$ cat config.mk
export PLATFORM = sky130hd
export DESIGN_NAME = demux_capture
export DESIGN_NICKNAME = d
export VERILOG_FILES = /design/src/rtl/demux_capture.sv
export SDC_FILE = /design/constraint.sdc
export NUM_CORES = 1
export LEC_CHECK = 0
export ABC_CLOCK_PERIOD_IN_PS = 2100
export CORE_AREA = 3 3 74 83
export DETAILED_ROUTE_END_ITERATION = 16
export DIE_AREA = 0 0 77 86
export GPL_TIMING_DRIVEN = 0
export PLACE_DENSITY = 0.59
export SYNTH_ARGS = -nofsm -noshare
export SYNTH_HDL_FRONTEND = slang
export SYNTH_SLANG_ARGS = --single-unit
$ cat constraint.sdc
create_clock -name clk -period 2.1 [get_ports clk]
set_input_delay 0.525 -clock clk [delete_from_list [all_inputs] [get_ports clk]]
set_output_delay 0.525 -clock clk [all_outputs]
set_load 0.02 [all_outputs]
$ cat src/rtl/demux_capture.sv
// demux_capture: registered 1-to-WIDTH bit demultiplexer.
// This block steers the single input bit din into one position of the held word out.
// The position is either the auto-increment pointer ptr or the addressed index sel.
// An internal mask records which positions have been written since the last clear or ack.
// When every position has been written, the block reports a complete word on word_valid.
// Optional feature: define DEMUX_CAPTURE_PARITY_EN to add a registered parity output.
// That output is the XOR-reduction of out.
//
// Handshake:
// - The producer side uses wr_en and wr_ready.
//   A write is accepted on a rising edge where wr_en=1 and wr_ready=1.
//   wr_en is ignored while wr_ready=0.
// - The consumer side uses word_valid and rd_ack.
//   word_valid stays high until rd_ack is sampled high on a rising edge.
//   That edge releases the word and reopens the write side.
//   rd_ack while word_valid=0 has no effect.
module demux_capture #(
  parameter int WIDTH = 16,
  parameter int SEL_W = 4
) (
  input  logic             clk,
  input  logic             rst,
  input  logic             din,
  input  logic [SEL_W-1:0] sel,
  input  logic             wr_en,
  input  logic             auto_mode,
  input  logic             clear,
  input  logic             rd_ack,
  output logic [WIDTH-1:0] out,
  output logic [SEL_W-1:0] ptr,
  output logic             wr_ready,
  output logic             word_valid
`ifdef DEMUX_CAPTURE_PARITY_EN
  ,
  output logic             parity
`endif
);

  typedef enum logic [1:0] {
    EMPTY = 2'd0,
    FILL  = 2'd1,
    FULL  = 2'd2
  } state_t;

  state_t           state;
  state_t           state_n;
  logic [WIDTH-1:0] mask;
  logic [WIDTH-1:0] mask_n;
  logic [WIDTH-1:0] out_n;
  logic [SEL_W-1:0] ptr_n;
  logic [SEL_W-1:0] idx;
  logic             wr_accept;

  assign wr_accept = wr_en & wr_ready;
  assign idx       = auto_mode ? ptr : sel;

  // Datapath next values, resolved in priority order: clear, then ack in FULL, then write.
  always_comb begin
    out_n  = out;
    mask_n = mask;
    ptr_n  = ptr;
    if (clear) begin
      out_n  = '0;
      mask_n = '0;
      ptr_n  = '0;
    end else if (rd_ack && state == FULL) begin
      // out is deliberately held so the consumer can still sample the completed word.
      mask_n = '0;
      ptr_n  = '0;
    end else if (wr_accept) begin
      out_n[idx]  = din;
      mask_n[idx] = 1'b1;
      if (auto_mode) begin
        ptr_n = ptr + SEL_W'(1);
      end
    end
  end

  // Next state comes purely from the next mask, so word_valid rises on the completing edge.
  always_comb begin
    state_n = FILL;
    if (mask_n == '0) begin
      state_n = EMPTY;
    end else if (mask_n == {WIDTH{1'b1}}) begin
      state_n = FULL;
    end
  end

  // State and datapath registers with synchronous reset.
  always_ff @(posedge clk) begin
    if (rst) begin
      state <= EMPTY;
      mask  <= '0;
      out   <= '0;
      ptr   <= '0;
    end else begin
      state <= state_n;
      mask  <= mask_n;
      out   <= out_n;
      ptr   <= ptr_n;
    end
  end

  // Handshake flags decoded from the registered state.
  always_comb begin
    wr_ready   = (state != FULL);
    word_valid = (state == FULL);
  end

`ifdef DEMUX_CAPTURE_PARITY_EN
  // Parity is registered from the next word so it changes on the same edge as out.
  always_ff @(posedge clk) begin
    if (rst) begin
      parity <= 1'b0;
    end else begin
      parity <= ^out_n;
    end
  end
`endif

endmodule

==> results.tsv, run 1 <==
stage	metric	value	unit
timing	slew_headroom	0.6151	
timing	hold_viol_final	0	
yosys	synthSimpleGateAreaFrac	0.2656	
placed_design	place.gp.congestion	0.8119	
timing	tightest_slew	577.3	ps
yosys	synth_compound_area_frac	0.1693	
die	core-area	0.005360	mm²
worst_hold_path	min_path_type	flip-flop to flip-flop	
yosys	synth_area_leader_cell	dfxtp_1	
die	initial_core_util	0.3515	
yosys	synth_top_family_by_area	simple AND/OR/NAND/NOR gates	
global_route	grt_pass1_vias	1630	
layout	nNetsFinal	278	
pwr	finalPower	1404	µW
cts	htree_num_levels	2	
yosys	post_synth_fa_ha_maj_area_fraction	0.006640	
timing	final.setup.worst_slack	41.30	ps
detailed_routing	vias_per_cell	5.065	
cts	clockRootBuffer	clkbuf_8	
worst_setup_path	path_cells	buf_12, mux2i_4, and4_4, a21o_1, a2bb2oi_1, or4_4, o31a_1	
yosys	postSynthCellCount	220	
global_route	grt_overflow_total	0	
detailed_routing	first_pass_iters	4	
cts	clk_transition_reported_paths	80	ps
layout	diodes	0	
cts	clock_latency	290	ps
die	dieArea	0.006622	mm²
worst_setup_path	r2r_slack	70	ps
layout	syn2layout_area_growth	35.52	%
flow_run	cap_violations	0	
timing	clock_skew	7.624	ps
cts	cts_tree	yes	
pwr	ir_worst_vdd	0.0004206	V
timing	finalMaxSlewViolations	0	
cts	postCtsHoldBufs	0	
yosys	synth_edf_count	0	
yosys	synth_flop_cell	dfxtp_1	
die	num_rows	28	
timing	setup_tns	0	ps
worst_setup_path	critPathSlowestCell	or4_4	
detailed_routing	wl_per_cell	14.57	µm
placed_design	place_ws	-783.2	ps
detailed_routing	route.detailed.drc	0	
die	die_w	77	µm
die	die_y	86	µm
timing	layout_min_cycle_time	2059	ps
die	io_pins	33	
global_route	antenna_found_initial	0	
worst_setup_path	cp_data_arrival_time	2240	ps
worst_setup_path	critPathMaxFanout	8	
global_route	grt_pass1_wl	7.907	mm
yosys	post_synth_mux_area_share	0.08831	
yosys	syn-num-nets	232	
yosys	ys_ff_latch	38	
detailed_routing	routed_wirelength	4.967	mm
yosys	async_flop_share	0	
worst_setup_path	worst-setup-path-type	input port to flip-flop	
global_route	grt_max_degree	12	
pwr	p_leak	0.0008772	µW
detailed_routing	first_iter_violations	52	
layout	drive_gt1_frac	0.2143	
yosys	synthXorXnorAreaFrac	0.02324	
timing	setup_viol	0	
yosys	ys_seq_area_frac	0.4037	
yosys	synth.top_cell.area_share	0.4037	
global_route	grt.total_usage	0.1514	
status	status	finished clean	
placed_design	io_buffers	29	
detailed_routing	ant_nets	0	
detailed_routing	vias	1727	
yosys	synth_warnings	0	
placed_design	place_hpwl	3.452	mm
yosys	syn_area	0.001884	mm²
timing	fmax	485.7	MHz
worst_setup_path	start_kind	input port	
placed_design	dp_cells	324	
cts	clk_path_buf_depth	2	
yosys	synth_area_per_cell	8.565	µm²
yosys	yosys.cell_types.count	52	
worst_setup_path	worst_path_largest_cell_delay	530	ps
cts	cts.sinks	38	
yosys	synthTopCellsByArea	dfxtp_1, nor2_1, a21oi_1	
cts	cts_made_buffers	5	
pwr	cellPowerDensity	549.7	mW/mm²
worst_setup_path	crit_path_end_kind	flip-flop	
worst_setup_path	required	2280	ps
layout	final_cells	341	
timing	fin_crit_sh	0.9803	
==> final timing paths <==
check                                         start                  end  depth (start not counted)
worst min-delay path            out[3]$_SDFFE_PP0P_  out[3]$_SDFFE_PP0P_                          2
worst max register to register  ptr[2]$_SDFFE_PP0P_  state[0]$_SDFF_PP0_                          7
worst min register to register  out[3]$_SDFFE_PP0P_  out[3]$_SDFFE_PP0P_                          2
worst max-delay path                      auto_mode  state[0]$_SDFF_PP0_                          7
==> timing repair <==
action,in CTS,in global routing
resized for setup,20,18
endpoints found under the setup margin,5,2
pin swaps,1,6
setup buffers,3,7
==> layer usage <==
metal	track usage	routed length (µm)
met1	0.1944	2268
met2	0.2504	2451
met3	0.03466	146
met4	0.05340	100
met5	0	0
==> registers in the layout (all words and copies together) (netlist names) <==
signal / cells
mask: 16
state: 2
out: 16
ptr: 4
==> final cells by class <==
class	count	area, µm²
repair buffers	39	352.8
clock buffers	6	72.57
fillers	535	2806
clock inverters	1	7.507
inverters	2	7.507
flip-flops and latches	38	763.2
multi-input cells	167	1169
well taps	75	93.84
plain buffers	13	87.58
==> report_power, final <==
part | leakage [µW] | total, µW | internal [µW] | switching, µW
Clock | 0.0000373 | 483 | 228 | 255
Sequential | 0.000307 | 731 | 726 | 4.41
Combinational | 0.000532 | 190 | 82.0 | 108
Total | 0.000877 | 1400 | 1040 | 368
==> per-stage QoR <==
step                      hold slack (ps)  cell area, µm²    util
after detailed placement            465.1            2277  0.4248
after floorplan                     452.1            1893       -
after global placement              464.9            2277  0.4248
after CTS                           475.5            2426  0.4526
after global routing                507.1            2554  0.4764
final                               478.3            2554  0.4764
==> kinds of logic (layout without fill, tap and decap cells) <==
| family | Yosys count | count (layout) |
|---|---|---|
| adder cells (fa/ha/maj) | 1 | 1 |
| AND/OR/NAND/NOR | 99 | 99 |
| flip-flops | 38 | 38 |
| buffers and inverters | 15 | 61 |
| AO/OA/AOI/OAI | 49 | 49 |
| XOR/XNOR | 5 | 5 |
| multiplexers | 13 | 13 |
==> Yosys cell counts, types with 2 or more instances <==
cell type	number
inv_1	2
dfxtp_1	38
mux2i_4	2
nand3_1	6
nand4_2	4
nor4_1	4
o31a_1	2
buf_6	2
mux2i_1	8
buf_2	2
clkbuf_1	6
a21oi_1	16
nor2b_1	5
xor2_1	2
xnor2_1	3
nand2_1	10
buf_4	2
nor3b_1	2
nor2_1	52
nand4_1	2
mux2_4	2
a21o_1	3
nand3b_1	2
nand2b_1	2
o21ai_0	12
o21bai_1	3
==> layout by cell type (no fill, tap or decap), types with 5 or more instances in the layout <==
| cell type | count |
|---|---|
| nor2_1 | 49 |
| dfxtp_1 | 36 |
| clkdlybuf4s50_1 | 24 |
| a21oi_1 | 14 |
| buf_4 | 12 |
| o21ai_0 | 11 |
| nand2_1 | 10 |
| mux2i_1 | 8 |
| nand3_1 | 6 |
| clkbuf_1 | 5 |
| clkbuf_8 | 5 |
==> critical path, delay by kind of cell <==
kind / cells / cell delay (ps)
simple gates: 2 / 810
compound gates: 3 / 450
mux: 1 / 330
buf+inv: 1 / 110
No activity file was read; power rests on OpenSTA's default activity.
==> inputs of run 2 (changes only) <==
--- a/config.mk
+++ b/config.mk
@@ -6,9 +6,9 @@
 export NUM_CORES = 1
 export LEC_CHECK = 0
 export ABC_CLOCK_PERIOD_IN_PS = 2100
-export CORE_AREA = 3 3 74 83
+export CORE_AREA = 5 5 76 85
 export DETAILED_ROUTE_END_ITERATION = 16
-export DIE_AREA = 0 0 77 86
+export DIE_AREA = 0 0 81 90
 export GPL_TIMING_DRIVEN = 0
 export PLACE_DENSITY = 0.59
 export SYNTH_ARGS = -nofsm -noshare
==> run 2 against run 1 <==
Worst hold slack worse by 4.8 ps. Largest power group unchanged. Register-to-register slack improved by 40 ps. Sequential share of layout area up 1.2 points. Combinational power fell by 10%.
==> results.tsv, run 2 (synthesis results as in run 1) <==
stage	metric	value	unit
worst_setup_path	worst_r2r_path_depth	6	
layout	diodes	0	
cts	clk_transition_reported_paths	70	ps
cts	cts.sinks	38	
timing	fmax	483.9	MHz
die	num_rows	29	
cts	clock_latency	280	ps
worst_setup_path	worst-setup-path-type	input port to flip-flop	
worst_setup_path	start_kind	input port	
die	dieArea	0.007290	mm²
worst_hold_path	min_path_cells	2	
timing	setup_tns	0	ps
placed_design	postPlaceCellArea	0.002280	mm²
worst_hold_path	hp-start	out[15]$_SDFFE_PP0P_	
layout	syn2layout_area_growth	30.54	%
worst_hold_path	holdPathEnd	out[15]$_SDFFE_PP0P_	
worst_setup_path	required	2270	ps
status	status	finished clean	
flow_run	cap_violations	0	
placed_design	io_buffers	29	
cts	cts_made_buffers	5	
worst_setup_path	r2r_slack	110	ps
pwr	p_leak	0.0008503	µW
global_route	grt_pass1_wl	7.928	mm
detailed_routing	wl_per_cell	13.92	µm
global_route	grt_pass1_vias	1679	
detailed_routing	routed_wirelength	4.692	mm
cts	htree_num_levels	2	
timing	setup_viol	0	
cts	clockRootBuffer	clkbuf_8	
placed_design	place.gp.congestion	0.8156	
global_route	antenna_found_initial	0	
detailed_routing	ant_nets	0	
timing	finalMaxSlewViolations	0	
timing	slew_headroom	0.6558	
detailed_routing	first_iter_violations	120	
die	io_pins	33	
die	die_w	81	µm
worst_hold_path	min_path_type	flip-flop to flip-flop	
global_route	grt_max_degree	12	
placed_design	place_hpwl	3.444	mm
die	die_y	90	µm
detailed_routing	first_pass_iters	5	
layout	final_common_cell	nor2_1	
cts	postCtsHoldBufs	0	
die	initial_core_util	0.3372	
pwr	cellPowerDensity	574.1	mW/mm²
layout	multi_input_area	0.001110	mm²
timing	tightest_slew	516.3	ps
worst_setup_path	worst_r2r_endpoint	state[0]$_SDFF_PP0_	
timing	layout_min_cycle_time	2067	ps
cts	clk_path_buf_depth	2	
worst_setup_path	crit_path_end_kind	flip-flop	
detailed_routing	vias_per_cell	4.961	
layout	top_regs	mask (16), out (16), ptr (4)	
worst_setup_path	cp_data_arrival_time	2240	ps
cts	cts_tree	yes	
die	core-area	0.005588	mm²
layout	design_area	0.002460	mm²
pwr	ir_worst_vdd	0.0002412	V
layout	drive_gt1_frac	0.1846	
worst_setup_path	rr_startpoint	ptr[0]$_SDFFE_PP0P_	
layout	regArea	764.5	µm²
layout	layout_common_cells	nor2_1, dfxtp_1, clkdlybuf4s50_1	
timing	fin_crit_sh	0.9842	
worst_setup_path	setup.worst_path.start	auto_mode	
worst_setup_path	critPathMaxFanout	10	
detailed_routing	route.detailed.drc	0	
detailed_routing	vias	1672	
layout	nNetsFinal	271	
layout	fill_cells	598	
global_route	grt.total_usage	0.1380	
timing	hold_viol_final	0	
timing	clock_skew	2.472	ps
global_route	grt_overflow_total	0	
run 2: metal layers:
layer	global-route usage	part of all wire	vias up	routed length, µm
met2	0.2253	0.49	32	2285
li1	-	-	853	-
met4	0.05070	0.014	0	68
met1	0.1740	0.46	780	2165
met5	0	0	-	0
met3	0.03200	0.037	7	172
run 2: through the flow:
| stage | instances | power, µW | hold slack [ps] | setup slack (ps) | util |
|---|---|---|---|---|---|
| 5_1_grt | 337 | 1486 | 504.9 | -1.064 | 0.4402 |
| 2_1_floorplan | 220 | 853.9 | 452.1 | -66.95 | - |
| 3_5_place_dp | 326 | 903.0 | 467.0 | -767.1 | 0.4080 |
| 4_1_cts | 336 | 1431 | 477.8 | 6.373 | 0.4355 |
| 6_report | 337 | 1412 | 473.5 | 33.26 | 0.4402 |
| 3_3_place_gp | 326 | 903.5 | 462.2 | -815.2 | 0.4080 |
run 2: what timing repair did:
| action | 4_1_cts | 5_1_grt |
|---|---|---|
| hold endpoints to repair | 0 | 0 |
| buffers inserted | 3 | 1 |
| endpoints found under the setup margin | 4 | 2 |
| pin swaps | 1 | 4 |
| gates resized for setup | 18 | 14 |
run 2: area by class of cell:
class / count / area share
clock buffers: 7 / 0.03510
multi-input cells: 167 / 0.4512
inverters: 2 / 0.003052
clock inverters: 1 / 0.002035
repair buffers: 33 / 0.1251
flip-flops and latches: 38 / 0.3108
well taps: 77 / 0.03917
plain buffers: 12 / 0.03357
run 2: power by group:
| group | leakage (µW) | switching [µW] | internal, µW |
|---|---|---|---|
| Sequential | 0.000308 | 4.36 | 726 |
| Clock | 0.0000482 | 246 | 265 |
| Combinational | 0.000494 | 98.5 | 72.4 |
| Total | 0.000850 | 349 | 1060 |
run 2: worst max path at each step:
stage                               end  slack (ps)  depth (start not counted)
finish              state[0]$_SDFF_PP0_          30                          7
CTS                 state[0]$_SDFF_PP0_           6                          6
detailed placement  state[0]$_SDFF_PP0_        -770                          7
floorplan           state[0]$_SDFF_PP0_         -70                          7
global placement    state[0]$_SDFF_PP0_        -820                          7
global route        state[0]$_SDFF_PP0_          -1                          7
run 2: critical path, cell delays in order:
cell and delay [ps]:
buf_12 120, mux2i_4 330, and4_4 280, a21o_1 130, a2bb2oi_1 70, or4_4 520, o31a_1 250
